`config.mk`:
```
export PLATFORM = sky130hd
export DESIGN_NAME = router_fsm
export DESIGN_NICKNAME = d
export VERILOG_FILES = /design/src/rtl/router_fsm_pkg.sv /design/src/rtl/router_fsm.sv
export SDC_FILE = /design/constraint.sdc
export NUM_CORES = 1
export LEC_CHECK = 0
export ABC_AREA = 1
export BUFFER_PORTS_ARGS = -buffer_cell sky130_fd_sc_hd__buf_4
export CORE_AREA = 2 2 40 42
export DETAILED_ROUTE_END_ITERATION = 8
export DIE_AREA = 0 0 42 44
export PLACE_DENSITY = 0.77
export SLEW_MARGIN = 30
export SYNTH_ARGS = -nofsm -noshare
export SYNTH_HDL_FRONTEND = slang
export SYNTH_SLANG_ARGS = --single-unit
```
`constraint.sdc`:
```
create_clock -name clk -period 1 [get_ports clk]
set_clock_uncertainty 0.1 [all_clocks]
set_input_delay 0.1 -clock clk [delete_from_list [all_inputs] [get_ports clk]]
set_output_delay 0.1 -clock clk [all_outputs]
set_load 0.05 [all_outputs]
```
`src/rtl/router_fsm_pkg.sv`:
```
// Shared router definitions: port count, header address width and the
// input-path controller state encoding.
package router_fsm_pkg;

    localparam int NUM_PORTS = 3;
    localparam int ADDR_W    = 2;

    localparam logic [ADDR_W-1:0] INVALID_ADDR = 2'b11;
    localparam logic [ADDR_W-1:0] MAX_ADDR     = ADDR_W'(NUM_PORTS - 1);

    typedef enum logic [2:0] {
        DECODE_ADDRESS     = 3'd0,
        LOAD_FIRST_DATA    = 3'd1,
        LOAD_DATA          = 3'd2,
        FIFO_FULL_STATE    = 3'd3,
        LOAD_AFTER_FULL    = 3'd4,
        LOAD_PARITY        = 3'd5,
        CHECK_PARITY_ERROR = 3'd6,
        WAIT_TILL_EMPTY    = 3'd7
    } state_t;

    // Header address selects a real output FIFO.
    function automatic logic addr_valid(input logic [ADDR_W-1:0] addr);
        return (addr <= MAX_ADDR);
    endfunction

endpackage

```
`src/rtl/router_fsm.sv`:
```
// Packet-level controller for the 1x3 router input path: header decode,
// load-phase sequencing, FIFO write gating and busy generation.
module router_fsm
    import router_fsm_pkg::*;
(
    input  logic                  clk,
    input  logic                  rstn,
    input  logic                  pkt_valid,
    input  logic [ADDR_W-1:0]     data_in,
    input  logic                  fifo_full,
    input  logic [NUM_PORTS-1:0]  fifo_empty,
    input  logic [NUM_PORTS-1:0]  soft_reset,
    input  logic                  parity_done,
    input  logic                  low_pkt_valid,
    output logic [ADDR_W-1:0]     dest_addr,
    output logic                  detect_addr,
    output logic                  lfd_state,
    output logic                  ld_state,
    output logic                  full_state,
    output logic                  laf_state,
    output logic                  rst_int_reg,
    output logic                  write_enb_reg,
    output logic                  busy
);

    state_t              r_state;
    state_t              w_next_state;
    logic [ADDR_W-1:0]   r_dest_addr;
    logic                w_hdr_ok;
    logic                w_hdr_empty;
    logic                w_sel_empty;
    logic                w_sel_soft;

    // Header qualification and per-port status selection; out-of-range
    // addresses never index the per-port vectors.
    always_comb begin
        w_hdr_ok    = pkt_valid && addr_valid(data_in);
        w_hdr_empty = 1'b0;
        w_sel_empty = 1'b0;
        w_sel_soft  = 1'b0;
        if (addr_valid(data_in)) begin
            w_hdr_empty = fifo_empty[data_in];
        end else begin
            w_hdr_empty = 1'b0;
        end
        if (addr_valid(r_dest_addr)) begin
            w_sel_empty = fifo_empty[r_dest_addr];
            w_sel_soft  = soft_reset[r_dest_addr];
        end else begin
            w_sel_empty = 1'b0;
            w_sel_soft  = 1'b0;
        end
    end

    // State and destination registers with synchronous reset.
    always_ff @(posedge clk) begin
        if (!rstn) begin
            r_state     <= DECODE_ADDRESS;
            r_dest_addr <= {ADDR_W{1'b0}};
        end else begin
            r_state <= w_next_state;
            if ((r_state == DECODE_ADDRESS) && w_hdr_ok) begin
                r_dest_addr <= data_in;
            end
        end
    end

    // Next-state logic: soft reset of the selected port overrides the table.
    always_comb begin
        w_next_state = DECODE_ADDRESS;
        if ((r_state != DECODE_ADDRESS) && w_sel_soft) begin
            w_next_state = DECODE_ADDRESS;
        end else begin
            case (r_state)
                DECODE_ADDRESS: begin
                    if (w_hdr_ok) begin
                        w_next_state = w_hdr_empty ? LOAD_FIRST_DATA : WAIT_TILL_EMPTY;
                    end else begin
                        w_next_state = DECODE_ADDRESS;
                    end
                end
                LOAD_FIRST_DATA: w_next_state = LOAD_DATA;
                LOAD_DATA: begin
                    if (fifo_full) begin
                        w_next_state = FIFO_FULL_STATE;
                    end else if (!pkt_valid) begin
                        w_next_state = LOAD_PARITY;
                    end else begin
                        w_next_state = LOAD_DATA;
                    end
                end
                FIFO_FULL_STATE: begin
                    w_next_state = fifo_full ? FIFO_FULL_STATE : LOAD_AFTER_FULL;
                end
                LOAD_AFTER_FULL: begin
                    if (parity_done) begin
                        w_next_state = DECODE_ADDRESS;
                    end else if (low_pkt_valid) begin
                        w_next_state = LOAD_PARITY;
                    end else begin
                        w_next_state = LOAD_DATA;
                    end
                end
                LOAD_PARITY: w_next_state = CHECK_PARITY_ERROR;
                CHECK_PARITY_ERROR: begin
                    w_next_state = fifo_full ? FIFO_FULL_STATE : DECODE_ADDRESS;
                end
                WAIT_TILL_EMPTY: begin
                    w_next_state = w_sel_empty ? LOAD_FIRST_DATA : WAIT_TILL_EMPTY;
                end
                default: w_next_state = DECODE_ADDRESS;
            endcase
        end
    end

    // Moore output decode of the state register.
    always_comb begin
        detect_addr   = 1'b0;
        lfd_state     = 1'b0;
        ld_state      = 1'b0;
        full_state    = 1'b0;
        laf_state     = 1'b0;
        rst_int_reg   = 1'b0;
        write_enb_reg = 1'b0;
        busy          = 1'b0;
        case (r_state)
            DECODE_ADDRESS:     detect_addr = 1'b1;
            LOAD_FIRST_DATA: begin
                lfd_state     = 1'b1;
                write_enb_reg = 1'b1;
                busy          = 1'b1;
            end
            LOAD_DATA: begin
                ld_state      = 1'b1;
                write_enb_reg = 1'b1;
            end
            FIFO_FULL_STATE: begin
                full_state = 1'b1;
                busy       = 1'b1;
            end
            LOAD_AFTER_FULL: begin
                laf_state     = 1'b1;
                write_enb_reg = 1'b1;
                busy          = 1'b1;
            end
            LOAD_PARITY: begin
                write_enb_reg = 1'b1;
                busy          = 1'b1;
            end
            CHECK_PARITY_ERROR: begin
                rst_int_reg = 1'b1;
                busy        = 1'b1;
            end
            WAIT_TILL_EMPTY:    busy = 1'b1;
            default:            detect_addr = 1'b0;
        endcase
    end

    assign dest_addr = r_dest_addr;

endmodule

```
; ---- After elaboration in Yosys (flattened, before gate mapping)
; Index checks and enable logic that the tools add are counted.
[op_classes]
n_reduce_logical = 8
magnitude_cmp = 4
n_mux = 27
bitwise = 1
n_eq_ne = 7
[ops]
columns = cell, n
row1 = $mux W3, 8
row2 = $pmux W3 S8, 1
row3 = $mux W1, 14
row4 = $eq A3 B3 Y1 const B, 4
row5 = $bmux W1 S2, 3
row6 = $eq A3 B2 Y1 const B, 2
row7 = $lt A2 B3 Y1 const B, 2
row8 = $reduce_or A6 Y1, 1
row9 = $le A2 B2 Y1 const B, 2
row10 = $reduce_or A4 Y1, 1
row11 = $eq A3 B1 Y1 const B, 1
row12 = $logic_and A1 B1 Y1, 3
row13 = $logic_not A3 Y1, 1
row14 = $reduce_bool A3 Y1, 1
row15 = $mux W2, 1
row16 = $reduce_or A2 Y1, 1
row17 = $not A1 Y1, 1
[totals]
ff_bits = 5
output_inout_bits = 10
wordCells = 49

; ---- Longest topological paths before layout
[depth]
depth_word = 6
mapped_depth = 8
depth_no_buf = 8

; ---- Least setup slack after synthesis
; No wires, ideal clock.
[synth_path]
path_kind = reg-to-output
from = register r_state[1]
to = output port busy
path_buffers = 0
path_stages_with_launch = 7
setup_slack_ns = -0.789
t_arrival_ns = 1.589
path_cell_list = dfxtp_1 inv_1 nor2_2 inv_1 nor2_2 nor2_1 nand2_1
[synth_between]
elab_chain_cells = 3
word_cells_on_any_way = 8
cone_classes = eq/ne: 6 / mux: 1 / reduce/logical: 1
[synth_rtl]
columns = item, line
row1 = start: declaration, router_fsm.sv:26  ; state_t r_state;
row2 = start signal: assignment, router_fsm.sv:61  ; r_state <= w_next_state;
row3 = $eq A3 B3 Y1 (tied with other cells), router_fsm.sv:126  ; case (r_state)
row4 = $reduce_or A6 Y1 (no line) *, -
row5 = $mux W1 *, router_fsm.sv:126
row6 = end: declaration, router_fsm.sv:23  ; output logic busy
; Every way passes the cells marked *; elsewhere a longest branch is shown, timed or not.

; ---- Worst setup path in the final report
[layout_path]
from = register r_state[0]
to = output port write_enb_reg
[layout_between]
elab_chain_cells = 3
word_cells_on_any_way = 6
cone_classes = eq/ne: 4 / mux: 1 / reduce/logical: 1
[layout_rtl]
columns = item, line
row1 = $eq A3 B3 Y1 (tied with other cells), router_fsm.sv:126
row2 = $reduce_or A4 Y1 (no line) *, -
row3 = $mux W1 *, router_fsm.sv:126
row4 = end: declaration, router_fsm.sv:22  ; output logic write_enb_reg,
; Marks and branches as above.

==> impl_metrics.py <==
metrics = {
    "timing": {
        "fin_crit_ns": 1.43,
        "slew_violations": 0,
        "worst_slack_ns": -0.431,
        "rsz0062_at_grt": "yes",
        "finalSetupViolCount": 13,
        "max_slew_margin_pct": 84.5,
        "fin_crit_sh_pct": 143,
        "worstMarginPinSlew_ns": 0.231,
        "finalSetupTns_ns": -3.88,
        "hold_viol": 0,
        "max_freq_mhz": 699,
    },
    "grt": {
        "grtUsageTotal_pct": 16.1,
        "overflow": 0,
        "grt_pass1_vias": 622,
        "antenna_found_initial": 0,
        "grt_max_degree": 11,
        "grt_pass1_wl_mm": 2.29,
    },
    "worst_setup_path": {
        "ff2ff_path_depth": 8,
        "rr_startpoint": "r_state[0]",
        "startpoint": "r_state[0]",
        "worstSetupEndpointType": "primary output",
        "cp.arrival_ns": 1.23,
        "r2r_slack_ns": -0.23,
        "worstPathRequired_ns": 0.80,
        "cp-start-kind": "flop",
        "critPathKind": "flop to primary output",
        "critPathMaxFanout": 6,
        "r2r-end": "r_state[2]",
    },
    "cells_and_area": {
        "layout_commonest_cell": "nand2_1",
        "design_area_sq_um": 908,
        "drive_above_1_share_pct": 48.8,
        "seq_area_sq_um": 115,
        "diodes": 0,
        "final_util_pct": 64.0,
        "layout_common_cells": "nand2_1, buf_4, nand3_1",
        "area_growth_pct": 78.8,
        "nFillCells": 130,
        "final_nets": 140,
        "multi_input_area_sq_um": 370,
    },
    "yosys": {
        "syn_avg_cell_area_sq_um": 5.71,
        "synth_compound_area_share_pct": 13.1,
        "synth-xor-area-share_pct": 0,
        "syn_area_sq_um": 508,
        "syn_nets": 103,
        "synthSimpleGateAreaFrac_pct": 53.7,
        "synth_top_family_by_area": "simple AND/OR/NAND/NOR gates",
        "synthMuxAreaShare_pct": 0,
        "yosys_warnings": 0,
        "synth_area_leaders": "dfxtp_1, nand2_1, inv_1, nand3_1, nor2_1",
        "synth.top_cell.area_share_pct": 19.7,
        "synth-seq-cells": 5,
        "post_synth_inst_count": 89,
        "yosysUniqueCellTypes": 17,
        "ys_seq_area_share_pct": 19.7,
        "yosysTopAreaCell": "dfxtp_1",
        "synthAdderAreaFrac_pct": 0,
    },
    "floorplan": {
        "num_rows": 14,
        "die-area_sq_um": 1850,
        "die_x_um": 42,
        "initial_core_util_pct": 35.8,
        "core_sq_um": 1420,
        "num_io_pins": 24,
        "die_h_um": 44,
    },
    "cts": {
        "root_buffer": "clkbuf_4",
        "clock_path_buffers": 2,
        "clock_latency_ns": 0.25,
        "path_clk_slew_ns": 0.05,
        "h-tree-depth": 1,
        "numClockSinks": 5,
        "cts_tree": "done",
        "cts_buffers": 3,
    },
    "status": {
        "failed_checks": "setup timing",
        "status": "finished, violations left",
    },
    "detailed_routing": {
        "vias": 709,
        "drt_wl_total_mm": 1.52,
        "drcViolationCount": 0,
        "drtPass1Iterations": 4,
        "dr.first_iter.drc_count": 9,
        "via_per_inst": 5.03,
        "post_drt_wl_per_cell_um": 10.7,
        "ant_nets": 0,
    },
    "min_path": {
        "hold_end": "dest_addr[1]",
        "hp-class": "primary input to flop",
        "min_path_cells": 3,
        "hold_start": "rstn",
    },
    "placement": {
        "place_hpwl_mm": 1.12,
        "gp_congestion": 0.751,
        "place_area_sq_um": 761,
        "pre_cts_ws_ns": -0.244,
        "portBuffers": 23,
    },
    "power_and_ir_drop": {
        "p_per_area_nw_per_um2": 2480,
        "peakVddDrop_uv": 1440,
        "p_leak_uw": 0.000455,
        "power_uw": 2260,
    },
    "run": {
        "maxCapViolCount": 0,
    },
}
-- per-layer routing --
layer,GRT usage [%],vias up,routed length (um)
met5,0,-,0
met4,7.74,0,25
met3,2.50,5,81
met2,31.9,26,833
met1,16.2,325,574
li1,-,353,-
-- stage by stage --
step | hold WS (ns) | cells
after global placement | 0.252 | 130
after global routing | 0.0469 | 141
after floorplan | 0.113 | 89
after detailed placement | 0.252 | 130
final | 0.0181 | 141
after CTS | 0.0000205 | 138
-- report_power, final --
part / internal, uW / total, uW / leakage, uW / switching (uW)
clock network: 151 / 244 / 0.0000150 / 92.8
registers: 271 / 377 / 0.0000438 / 107
logic: 623 / 1630 / 0.000396 / 1010
-- worst max-delay path: stages, from the launching register on --
cell	delay, ns
dfxtp_4	0.40
inv_2	0.05
nor2_2	0.14
inv_2	0.08
o211ai_1	0.08
buf_4	0.22
-- cell usage after synthesis --
| master | count |
|---|---|
| nor2_1 | 11 |
| nor2_2 | 2 |
| o211ai_1 | 1 |
| nand2_4 | 1 |
| buf_2 | 1 |
| nand2_2 | 1 |
| a21oi_1 | 3 |
| nand4_1 | 3 |
| nand3_1 | 11 |
| nor2_4 | 3 |
| dfxtp_1 | 5 |
| nand2_1 | 25 |
| o21ai_1 | 1 |
| a31oi_4 | 1 |
| o21a_1 | 1 |
| inv_1 | 17 |
| o21ai_0 | 2 |
-- registers in the layout, indices dropped and copies added, names as in the netlist --
| signal | cells |
|---|---|
| r_state | 3 |
| dest_addr | 2 |
-- worst max-delay path by stage --
stage               cells past startpoint             to  slack [ns]
floorplan                               4  write_enb_reg       -0.60
global placement                        5  write_enb_reg       -0.22
detailed placement                      5  write_enb_reg       -0.24
CTS                                     5  write_enb_reg       -0.43
global route                            5  write_enb_reg       -0.49
finish                                  5  write_enb_reg       -0.43
-- area by class of cell --
class | instances | share of cell area (%)
tap | 16 | 2.20
sequential | 5 | 12.7
timing repair buffer | 33 | 33.3
clock buffer | 4 | 2.89
multi-input combinational | 66 | 40.8
inverter | 17 | 8.13
-- timing repair --
item | CTS | global route
pin swaps | 6 | 5
hold buffers | 1 | 0
buffers inserted | 3 | 3
hold endpoints to repair | 1 | 0
endpoints found under the setup margin | 15 | 13
gates resized for setup | 12 | 10
-- cells by family after synthesis --
family / count (synthesis)
compound gates: 9
buf+inv: 18
flops: 5
simple gates: 57
(Power assumes the default switching activity.)
